<file path="config.mk">
export PLATFORM = sky130hd
export DESIGN_NAME = multicycle_control_flat
export DESIGN_NICKNAME = d
export VERILOG_FILES = /design/src/rtl/multicycle_control_if.sv /design/src/rtl/multicycle_control.sv /design/src/flat_wrapper.sv
export SDC_FILE = /design/constraint.sdc
export NUM_CORES = 1
export LEC_CHECK = 0
export CORE_MARGIN = 2
export CORE_UTILIZATION = 32
export CTS_CLUSTER_SIZE = 16
export DETAILED_ROUTE_END_ITERATION = 8
export GPL_ROUTABILITY_DRIVEN = 0
export PLACE_DENSITY = 0.64
export SYNTH_ARGS = -nofsm -noshare
export SYNTH_HDL_FRONTEND = slang
export SYNTH_SLANG_ARGS = --single-unit
</file>
<file path="constraint.sdc">
create_clock -name Clk -period 3.05 [get_ports Clk]
set_input_delay 0.61 -clock Clk [delete_from_list [all_inputs] [get_ports Clk]]
set_output_delay 0.61 -clock Clk [all_outputs]
set_load 0.05 [all_outputs]
</file>
<file path="src/rtl/multicycle_control_if.sv">
// Control-side bundle between the multicycle sequencer and the IR/ALU/regfile datapath.
// Latency: none, wires only.
// Backpressure: Stall and InstrReady flow toward the sequencer; strobes flow out.
interface multicycle_control_if #(
    parameter int CNT_W = 16
);
    logic             Stall;
    logic             InstrReady;
    logic [5:0]       OpCode;
    logic [5:0]       Func;
    logic             InstrReq;
    logic             IRWrite;
    logic [2:0]       ALUOp;
    logic             RegWrite;
    logic             PCWrite;
    logic [1:0]       TrapCause;
    logic [CNT_W-1:0] RetireCount;
    logic [2:0]       State;

    // Sequencer side: consumes memory/IR status, drives strobes and status.
    modport master (
        input  Stall, InstrReady, OpCode, Func,
        output InstrReq, IRWrite, ALUOp, RegWrite, PCWrite, TrapCause, RetireCount, State
    );

    // Datapath / environment side.
    modport slave (
        output Stall, InstrReady, OpCode, Func,
        input  InstrReq, IRWrite, ALUOp, RegWrite, PCWrite, TrapCause, RetireCount, State
    );
endinterface

</file>
<file path="src/rtl/multicycle_control.sv">
// Multicycle R-type sequencer: IDLE -> FETCH -> DECODE -> (EXECUTE) -> WRITEBACK, traps on illegal/timeout.
// Latency: 4 cycles from the InstrReady cycle to the next InstrReq for ALU ops, 3 for NOP.
// Backpressure: Stall freezes all state and masks every strobe; FETCH waits on InstrReady up to TIMEOUT cycles.
module multicycle_control #(
    parameter int CNT_W   = 16,
    parameter int TIMEOUT = 255
) (
    input  logic                 Clk,
    input  logic                 Reset,
    multicycle_control_if.master bus
);

    typedef enum logic [2:0] {
        S_IDLE      = 3'd0,
        S_FETCH     = 3'd1,
        S_DECODE    = 3'd2,
        S_EXECUTE   = 3'd3,
        S_WRITEBACK = 3'd4,
        S_TRAP      = 3'd5
    } state_t;

    localparam logic [1:0] TRAP_NONE    = 2'b00;
    localparam logic [1:0] TRAP_ILLEGAL = 2'b01;
    localparam logic [1:0] TRAP_TIMEOUT = 2'b10;

    // Last FETCH cycle that may still be acked before the timeout trap fires.
    localparam logic [7:0] TMO_LAST = 8'(TIMEOUT - 1);

    state_t           state_q,  state_d;
    logic [2:0]       aluop_q,  aluop_d;
    logic [1:0]       trap_q,   trap_d;
    logic [CNT_W-1:0] retire_q, retire_d;
    logic [7:0]       tmo_q,    tmo_d;
    logic             nop_q,    nop_d;

    logic             dec_legal;
    logic             dec_nop;
    logic [2:0]       dec_alu;

    // Classify the IR fields; anything other than the listed R-type functs is illegal.
    always_comb begin
        dec_legal = 1'b1;
        dec_nop   = 1'b0;
        dec_alu   = 3'b000;
        case (bus.Func)
            6'd36:   dec_alu = 3'b000;
            6'd37:   dec_alu = 3'b001;
            6'd32:   dec_alu = 3'b010;
            6'd34:   dec_alu = 3'b110;
            6'd42:   dec_alu = 3'b111;
            6'd0:    dec_nop = 1'b1;
            default: dec_legal = 1'b0;
        endcase
        if (bus.OpCode != 6'd0) begin
            dec_legal = 1'b0;
        end
    end

    // Next-state logic; Stall leaves every register at its current value.
    always_comb begin
        state_d  = state_q;
        aluop_d  = aluop_q;
        trap_d   = trap_q;
        retire_d = retire_q;
        tmo_d    = tmo_q;
        nop_d    = nop_q;
        if (!bus.Stall) begin
            case (state_q)
                S_IDLE: begin
                    state_d = S_FETCH;
                    tmo_d   = '0;
                end
                S_FETCH: begin
                    if (bus.InstrReady) begin
                        // An ack in the final allowed cycle still beats the timeout.
                        state_d = S_DECODE;
                        tmo_d   = '0;
                    end else if (tmo_q == TMO_LAST) begin
                        state_d = S_TRAP;
                        trap_d  = TRAP_TIMEOUT;
                    end else begin
                        tmo_d = tmo_q + 8'd1;
                    end
                end
                S_DECODE: begin
                    if (!dec_legal) begin
                        state_d = S_TRAP;
                        trap_d  = TRAP_ILLEGAL;
                    end else if (dec_nop) begin
                        // NOP skips EXECUTE and keeps the previous ALU operation.
                        state_d = S_WRITEBACK;
                        nop_d   = 1'b1;
                    end else begin
                        state_d = S_EXECUTE;
                        aluop_d = dec_alu;
                        nop_d   = 1'b0;
                    end
                end
                S_EXECUTE: begin
                    state_d = S_WRITEBACK;
                end
                S_WRITEBACK: begin
                    retire_d = retire_q + 1'b1;
                    state_d  = S_FETCH;
                    tmo_d    = '0;
                end
                S_TRAP: begin
                    state_d = S_TRAP;
                end
                default: begin
                    state_d = S_IDLE;
                end
            endcase
        end
    end

    // Sequencer registers; reset aborts any instruction in flight.
    always_ff @(posedge Clk or posedge Reset) begin
        if (Reset) begin
            state_q  <= S_IDLE;
            aluop_q  <= 3'b000;
            trap_q   <= TRAP_NONE;
            retire_q <= '0;
            tmo_q    <= '0;
            nop_q    <= 1'b0;
        end else begin
            state_q  <= state_d;
            aluop_q  <= aluop_d;
            trap_q   <= trap_d;
            retire_q <= retire_d;
            tmo_q    <= tmo_d;
            nop_q    <= nop_d;
        end
    end

    // Strobes decode from the registered state so reset drops them immediately.
    assign bus.InstrReq    = (state_q == S_FETCH) && !bus.Stall;
    assign bus.IRWrite     = (state_q == S_FETCH) && bus.InstrReady && !bus.Stall;
    assign bus.RegWrite    = (state_q == S_WRITEBACK) && !nop_q && !bus.Stall;
    assign bus.PCWrite     = (state_q == S_WRITEBACK) && !bus.Stall;
    assign bus.ALUOp       = aluop_q;
    assign bus.TrapCause   = trap_q;
    assign bus.RetireCount = retire_q;
    assign bus.State       = state_q;

endmodule

</file>
<file path="src/flat_wrapper.sv">
// flat-port wrapper written by rule: the top's interface ports become plain ports
module multicycle_control_flat 
#(
    parameter int CNT_W   = 16,
    parameter int TIMEOUT = 255
)
  (Clk, Reset, bus_Stall, bus_InstrReady, bus_OpCode, bus_Func, bus_InstrReq, bus_IRWrite, bus_ALUOp, bus_RegWrite, bus_PCWrite, bus_TrapCause, bus_RetireCount, bus_State);
  multicycle_control_if #(.CNT_W(CNT_W)) bus_i ();
  input  logic Clk;
  input  logic Reset;
  input wire logic [$bits(bus_i.Stall)-1:0] bus_Stall;
  input wire logic [$bits(bus_i.InstrReady)-1:0] bus_InstrReady;
  input wire logic [$bits(bus_i.OpCode)-1:0] bus_OpCode;
  input wire logic [$bits(bus_i.Func)-1:0] bus_Func;
  output wire logic [$bits(bus_i.InstrReq)-1:0] bus_InstrReq;
  output wire logic [$bits(bus_i.IRWrite)-1:0] bus_IRWrite;
  output wire logic [$bits(bus_i.ALUOp)-1:0] bus_ALUOp;
  output wire logic [$bits(bus_i.RegWrite)-1:0] bus_RegWrite;
  output wire logic [$bits(bus_i.PCWrite)-1:0] bus_PCWrite;
  output wire logic [$bits(bus_i.TrapCause)-1:0] bus_TrapCause;
  output wire logic [$bits(bus_i.RetireCount)-1:0] bus_RetireCount;
  output wire logic [$bits(bus_i.State)-1:0] bus_State;
  assign bus_i.Stall = bus_Stall;
  assign bus_i.InstrReady = bus_InstrReady;
  assign bus_i.OpCode = bus_OpCode;
  assign bus_i.Func = bus_Func;
  assign bus_InstrReq = bus_i.InstrReq;
  assign bus_IRWrite = bus_i.IRWrite;
  assign bus_ALUOp = bus_i.ALUOp;
  assign bus_RegWrite = bus_i.RegWrite;
  assign bus_PCWrite = bus_i.PCWrite;
  assign bus_TrapCause = bus_i.TrapCause;
  assign bus_RetireCount = bus_i.RetireCount;
  assign bus_State = bus_i.State;
  multicycle_control #(.CNT_W(CNT_W), .TIMEOUT(TIMEOUT)) u_core (.Clk(Clk), .Reset(Reset), .bus(bus_i));
endmodule
</file>
==> results of run 1 <==
[final timing paths]
check | start | endpoint | slack [ns] | cells past startpoint
setup / recovery | bus_Stall | bus_IRWrite | 0.49 | 4
hold / removal | u_core.bus.RetireCount[15] | u_core.bus.RetireCount[15] | 0.47 | 1
setup reg to reg | u_core.bus.State[1] | u_core.bus.ALUOp[0] | 1.09 | 4
hold reg to reg | u_core.bus.RetireCount[15] | u_core.bus.RetireCount[15] | 0.47 | 1
max in group asynchronous | Reset | u_core.tmo_q[3] | 2.02 | 3
min in group asynchronous | Reset | u_core.bus.RetireCount[1] | 0.73 | 3
[sequential cells by signal, summed over array words and instances, names as in the netlist]
name                    cells
u_core.tmo_q                8
u_core.bus.State            3
u_core.bus.TrapCause        2
u_core.bus.ALUOp            3
u_core.nop_q                1
u_core.bus.RetireCount     16
[final cells by class]
type	instances	area (um2)	area share (%)
clock buffers	7	96.34	3.917
clock inverters	1	5.005	0.2035
inverters	7	26.28	1.068
multi-input cells	129	923.4	37.54
flip-flops and latches	33	825.8	33.57
well taps	72	90.09	3.662
repair buffers	46	493.0	20.04
[cells by family after synthesis]
| logic type | count (synthesis) |
|---|---|
| simple gates | 70 |
| compound gates | 34 |
| flops | 33 |
| xor+xnor | 15 |
| buf+inv | 12 |
| mux | 7 |
| fa+ha+maj | 3 |
[power by group through the flow]
stage               Combinational [mW]  Sequential [mW]  Clock [mW]
finish                           0.547            0.600       0.370
global route                     0.586            0.613       0.401
CTS                              0.553            0.600       0.378
detailed placement               0.550            0.606           0
global placement                 0.547            0.606           0
floorplan                        0.267            0.697           0
[worst max-delay path, delay by kind of cell]
kind                   cells  cell delay (ns)
buffers and inverters      2             0.79
AND/OR/NAND/NOR            2             0.54
[per-layer routing]
| layer | vias up | track usage (%) | wire [um] |
|---|---|---|---|
| li1 | 737 | - | - |
| met1 | 713 | 18.16 | 1838 |
| met2 | 41 | 20.59 | 1695 |
| met3 | 8 | 3.182 | 221 |
| met4 | 0 | 7.759 | 77 |
| met5 | - | 0 | 0 |
[metrics by stage]
| stage | cell area [um2] | utilization [%] |
|---|---|---|
| after global routing | 2460 | 44.67 |
| final | 2460 | 44.67 |
| after floorplan | 1814 | - |
| after CTS | 2460 | 44.67 |
| after global placement | 2359 | 42.83 |
| after detailed placement | 2359 | 42.83 |
[Yosys cell counts (2+ instances only)]
cell,n,area share [%]
nor2_1,11,2.3
nand4_1,4,1.4
mux2_2,5,3.1
nand3_1,7,1.9
xnor2_1,13,6.3
a21oi_1,7,1.9
o21ai_0,7,1.9
nand2b_1,3,1.0
ha_1,3,2.1
a31oi_1,6,2.1
and3_1,4,1.4
and2_1,2,0.69
xor2_1,2,0.97
nor4b_4,2,2.6
nor4bb_1,2,1.1
and4_1,4,1.9
nor4_1,3,1.0
buf_6,2,1.2
nor2b_1,4,1.4
mux2i_1,2,1.1
a41oi_1,2,0.97
dfrtp_1,33,46
inv_1,7,1.4
nand4_2,2,1.4
nand2_1,14,2.9
==> flow_metrics.tcl, run 1 <==
set metrics [dict create \
    status "complete, no violations" \
    crit_slowest_cell "clkdlybuf4s50_1" \
    cts_buffers 5 \
    stdcell_count 295 \
    relSlewSlack_pct 63.98 \
    worstHoldPathType "flip-flop to flip-flop" \
    final_cell_mix "clkdlybuf4s50_1 (39), dfrtp_1 (33), nand2_1 (14)" \
    cp_slowest_stage_delay_ns 0.64 \
    synth.area.mux_share_pct 4.207 \
    worst_hold_slack_ns 0.4659 \
    postRouteAntennaNets 0 \
    num_vias 1499 \
    synthesis.area_mm2 0.001814 \
    worst-path-max-fanout 10 \
    netSwitchingPower_uw 593.3 \
    syn_avg_cell_area_um2 10.43 \
    post-route-min-period_ns 2.563 \
    numPortBuffers 43 \
    critPathKind "input port to primary output" \
    final_layout_size_suffix_gt1_share_pct 13.45 \
    hold_buffers 0 \
    initial_core_util_pct 32.95 \
    seqPwrFrac_pct 39.6 \
    die_w_um 79.30 \
    power_leakage_nw 1.049 \
    min_period_over_period_pct 84.03 \
    area_growth_pct 35.59 \
    synth_cell_types 48 \
    htreeDepth 2 \
    p_total_mw 1.517 \
    final_common_cell "clkdlybuf4s50_1" \
    synth_compound_area_share_pct 12.76 \
    pwr-share-clk_pct 24.4 \
    drv_slew 0 \
    wire_per_inst_um 12.99 \
    clk_pin_slew_ns 0.06 \
    drc 0 \
    synth_ff_type "dfrtp_1" \
    rows 27 \
    overflow 0 \
    yosys_warnings 0 \
    synthAdderAreaFrac_pct 2.069 \
    diodes 0 \
    coreArea_mm2 0.005507 \
    dieHeight_um 79.30 \
    grt_pass1_wl_mm 6.706 \
    cap_viol_max_count 0 \
    grt_pass1_vias 1420 \
    synthXorXnorAreaFrac_pct 7.241 \
    hold_violations 0 \
    ys_ff_latch 33 \
    fin_ws_ns 0.4871 \
    post-place-cells 287 \
    synth_edf_count 0 \
    comb_power_share_pct 36.0 \
    worstSetupEndpointType "primary output" \
    cp-start-kind "input port" \
    critPathRequiredTime_ns 2.44 \
    p_int_uw 924.1 \
    grt_antenna_before_repair 0 \
    routed_wl_mm 3.832 \
    setup_viol 0 \
    rsz0062_at_grt "no" \
    post-cts-setup-buffer-count 0 \
    yosys.area_share.simple_pct 24.62 \
    worstPathArrival_ns 1.95 \
    tritoncts "yes" \
    clk_latency_ns 0.29 \
    synth_cells 174 \
    p_sw_share_pct 39.10 \
    hpwl_mm 2.784 \
    tightest_slew_ns 0.5403 \
    post_cts_resized 0 \
    tns_ns 0 \
    synthArstFlopShare_pct 100.0 \
    max_freq_mhz 390.2 \
    place_ws_ns 0.4658 \
    drt-initial-drc-count 55 \
    clock-root-buffer "clkbuf_8" \
    p_per_area_mw_per_mm2 616.9 \
    via_per_inst 5.081 \
    dr.pass1.iters 4 \
    peakVddDrop_mv 0.3900 \
    cts_sinks 33 \
    syn_nets 193 \
    cp_cell_sequence "clkdlybuf4s50_1, nor4b_4, and2_1, buf_12" \
    grt_max_degree 34 \
    layout.nets 241 \
    grt_usage_pct 13.74 \
    clock_path_buffers 2 \
    die-area_mm2 0.006288 \
    synth_seq_area_share_pct 45.52 \
    skew_ns 0.008381 \
    fillers 537 \
    synth_top_family_by_area "simple AND/OR/NAND/NOR gates" \
    io_pins 44 \
]
Note: power is estimated with default switching activity, not from simulation.
==> run 2, diff against run 1 <==
--- a/config.mk
+++ b/config.mk
@@ -10,7 +10,7 @@
 export CTS_CLUSTER_SIZE = 16
 export DETAILED_ROUTE_END_ITERATION = 8
 export GPL_ROUTABILITY_DRIVEN = 0
-export PLACE_DENSITY = 0.64
+export PLACE_DENSITY = 0.66
 export SYNTH_ARGS = -nofsm -noshare
 export SYNTH_HDL_FRONTEND = slang
 export SYNTH_SLANG_ARGS = --single-unit
==> constraint.sdc (replaced) <==
create_clock -name Clk -period 2.1 [get_ports Clk]
set_input_delay 0.42 -clock Clk [delete_from_list [all_inputs] [get_ports Clk]]
set_output_delay 0.42 -clock Clk [all_outputs]
set_load 0.05 [all_outputs]
==> run 2 against run 1 <==
Effect of this change:
- die area unchanged
- largest power group is now combinational logic
- final area up 9.3%
- combinational power up 65%
- hold slack worse by 0.043 ns
- core utilization up 4.1 points
- via count up 7.0%
- sequential share of layout area down 2.7 points
==> flow_metrics.tcl, run 2 (same netlist as run 1, synthesis figures left out) <==
set metrics [dict create \
    status "complete, no violations" \
    drt-initial-drc-count 80 \
    numPortBuffers 43 \
    via_per_inst 5.013 \
    worstReg2RegStart "u_core.tmo_q[0]" \
    dpl_cell_area_mm2 0.002535 \
    hold_buffers 0 \
    hpwl_mm 3.224 \
    hold_violations 0 \
    drc 0 \
    clock-root-buffer "clkbuf_8" \
    pwr-share-clk_pct 26.3 \
    cts_sinks 33 \
    r2r-end "u_core.tmo_q[7]" \
    cp_slowest_stage_delay_ns 0.84 \
    critPathRequiredTime_ns 1.68 \
    drv_slew 0 \
    grt_pass1_vias 1536 \
    final_cell_mix "clkdlybuf4s50_1 (35), dfrtp_1 (30), buf_4 (29)" \
    worstPathArrival_ns 1.58 \
    cap_viol_max_count 0 \
    rsz0062_at_grt "no" \
    grt_pass1_wl_mm 7.086 \
    grt_antenna_before_repair 0 \
    busiest_layer "met2" \
    skew_ns 0.004304 \
    io_pins 44 \
    clock_path_buffers 2 \
    p_per_area_mw_per_mm2 882.7 \
    tns_ns 0 \
    grt_usage_pct 14.29 \
    netSwitchingPower_uw 879.7 \
    max_freq_mhz 500.9 \
    num_vias 1604 \
    grt_max_degree 18 \
    relSlewSlack_pct 66.69 \
    cp-start-kind "flip-flop" \
    tightest_slew_ns 0.4981 \
    met2_usage_pct 22.80 \
    r2r_slack_ns 0.25 \
    cp_cell_sequence "clkdlybuf4s50_1" \
    setup_viol 0 \
    seqPwrFrac_pct 35.8 \
    fillers 506 \
    p_int_mw 1.493 \
    gr-usage-met3_pct 3.977 \
    peakVddDrop_mv 0.5467 \
    final_common_cell "clkdlybuf4s50_1" \
    rows 27 \
    layout.nets 266 \
    routed_wl_mm 4.202 \
    dr.pass1.iters 4 \
    worstSetupEndpointType "primary output" \
    die-area_mm2 0.006288 \
    comb_power_share_pct 38.0 \
    path_delay_family "buffers and inverters" \
    final_layout_size_suffix_gt1_share_pct 25.00 \
    htreeDepth 2 \
    coreArea_mm2 0.005507 \
    min_period_over_period_pct 95.07 \
    worst-path-max-fanout 6 \
    diodes 0 \
    crit_slowest_cell "clkdlybuf4s50_1" \
    area_growth_pct 48.14 \
    reg2regPathDepth 7 \
    path_depth 1 \
    largest_reg_flops 16 \
    cts_buffers 5 \
    tritoncts "yes" \
    use_met1_pct 18.75 \
    fin_area_mm2 0.002688 \
    clk_latency_ns 0.28 \
    clk_pin_slew_ns 0.07 \
    critPathKind "flip-flop to primary output" \
    dieHeight_um 79.30 \
    cp_num_buf_inv 1 \
    die_w_um 79.30 \
    initial_core_util_pct 32.95 \
    postRouteAntennaNets 0 \
    post-route-min-period_ns 1.996 \
    worstHoldPathType "input port to async pin" \
    p_sw_share_pct 37.08 \
    wire_per_inst_um 13.13 \
    overflow 0 \
    power_leakage_nw 1.195 \
]
-- run 2: cell count changes in the layout (fill, tap and decap cells not counted), moves of 2 or more --
cell / change
buf_4: +26
clkdlybuf4s50_1: -4
dfrtp_1: -3
dfrtp_2: +3
and2_4: +2
-- run 2: routing by layer --
metal | routed length, um | part of all wire [%]
met1 | 1912 | 46
met3 | 224 | 5.3
met2 | 2025 | 48
met5 | 0 | 0
met4 | 40 | 0.95
-- run 2: power groups by stage --
stage	clock, mW	sequential [mW]	combinational, mW
6_report	0.623	0.849	0.901
5_1_grt	0.663	0.864	0.965
4_1_cts	0.637	0.847	0.899
3_5_place_dp	0	0.861	0.890
3_3_place_gp	0	0.854	0.882
2_1_floorplan	0	1.02	0.393
-- run 2: final cells by class --
class | count | area, um2 | share of cell area (%)
multi-input cells | 129 | 933.4 | 34.73
clock inverters | 1 | 30.03 | 1.117
inverters | 7 | 26.28 | 0.9777
flip-flops and latches | 33 | 829.5 | 30.87
clock buffers | 7 | 86.33 | 3.212
repair buffers | 71 | 691.9 | 25.74
well taps | 72 | 90.09 | 3.352
-- run 2: worst max-delay path by stage --
stage / startpoint / end / slack (ns)
finish: u_core.bus.RetireCount[5] / bus_RetireCount[5] / 0.10
global route: u_core.bus.RetireCount[5] / bus_RetireCount[5] / 0.04
CTS: bus_Stall / bus_IRWrite / 0.0004
detailed placement: bus_OpCode[1] / u_core.bus.ALUOp[1] / -0.18
global placement: bus_Func[4] / u_core.bus.ALUOp[0] / -0.12
floorplan: u_core.bus.State[0] / u_core.bus.RetireCount[11] / -0.19
-- run 2: per-stage QoR --
step           hold WS [ns]  cells  utilization (%)  setup slack (ns)  power, mW
2_1_floorplan        0.4501    174                -           -0.1881      1.411
3_3_place_gp         0.4627    309            46.04           -0.1208      1.736
3_5_place_dp         0.4748    309            46.04           -0.1772      1.750
4_1_cts              0.4271    318            48.28         0.0003565      2.383
5_1_grt              0.4490    320            48.81           0.03995      2.492
6_report             0.4231    320            48.81            0.1036      2.372
-- run 2: repair_timing --
item	in CTS	in global routing
buffers inserted	1	2
endpoints found under the setup margin	2	6
pin swaps	1	2
resized for setup	0	4
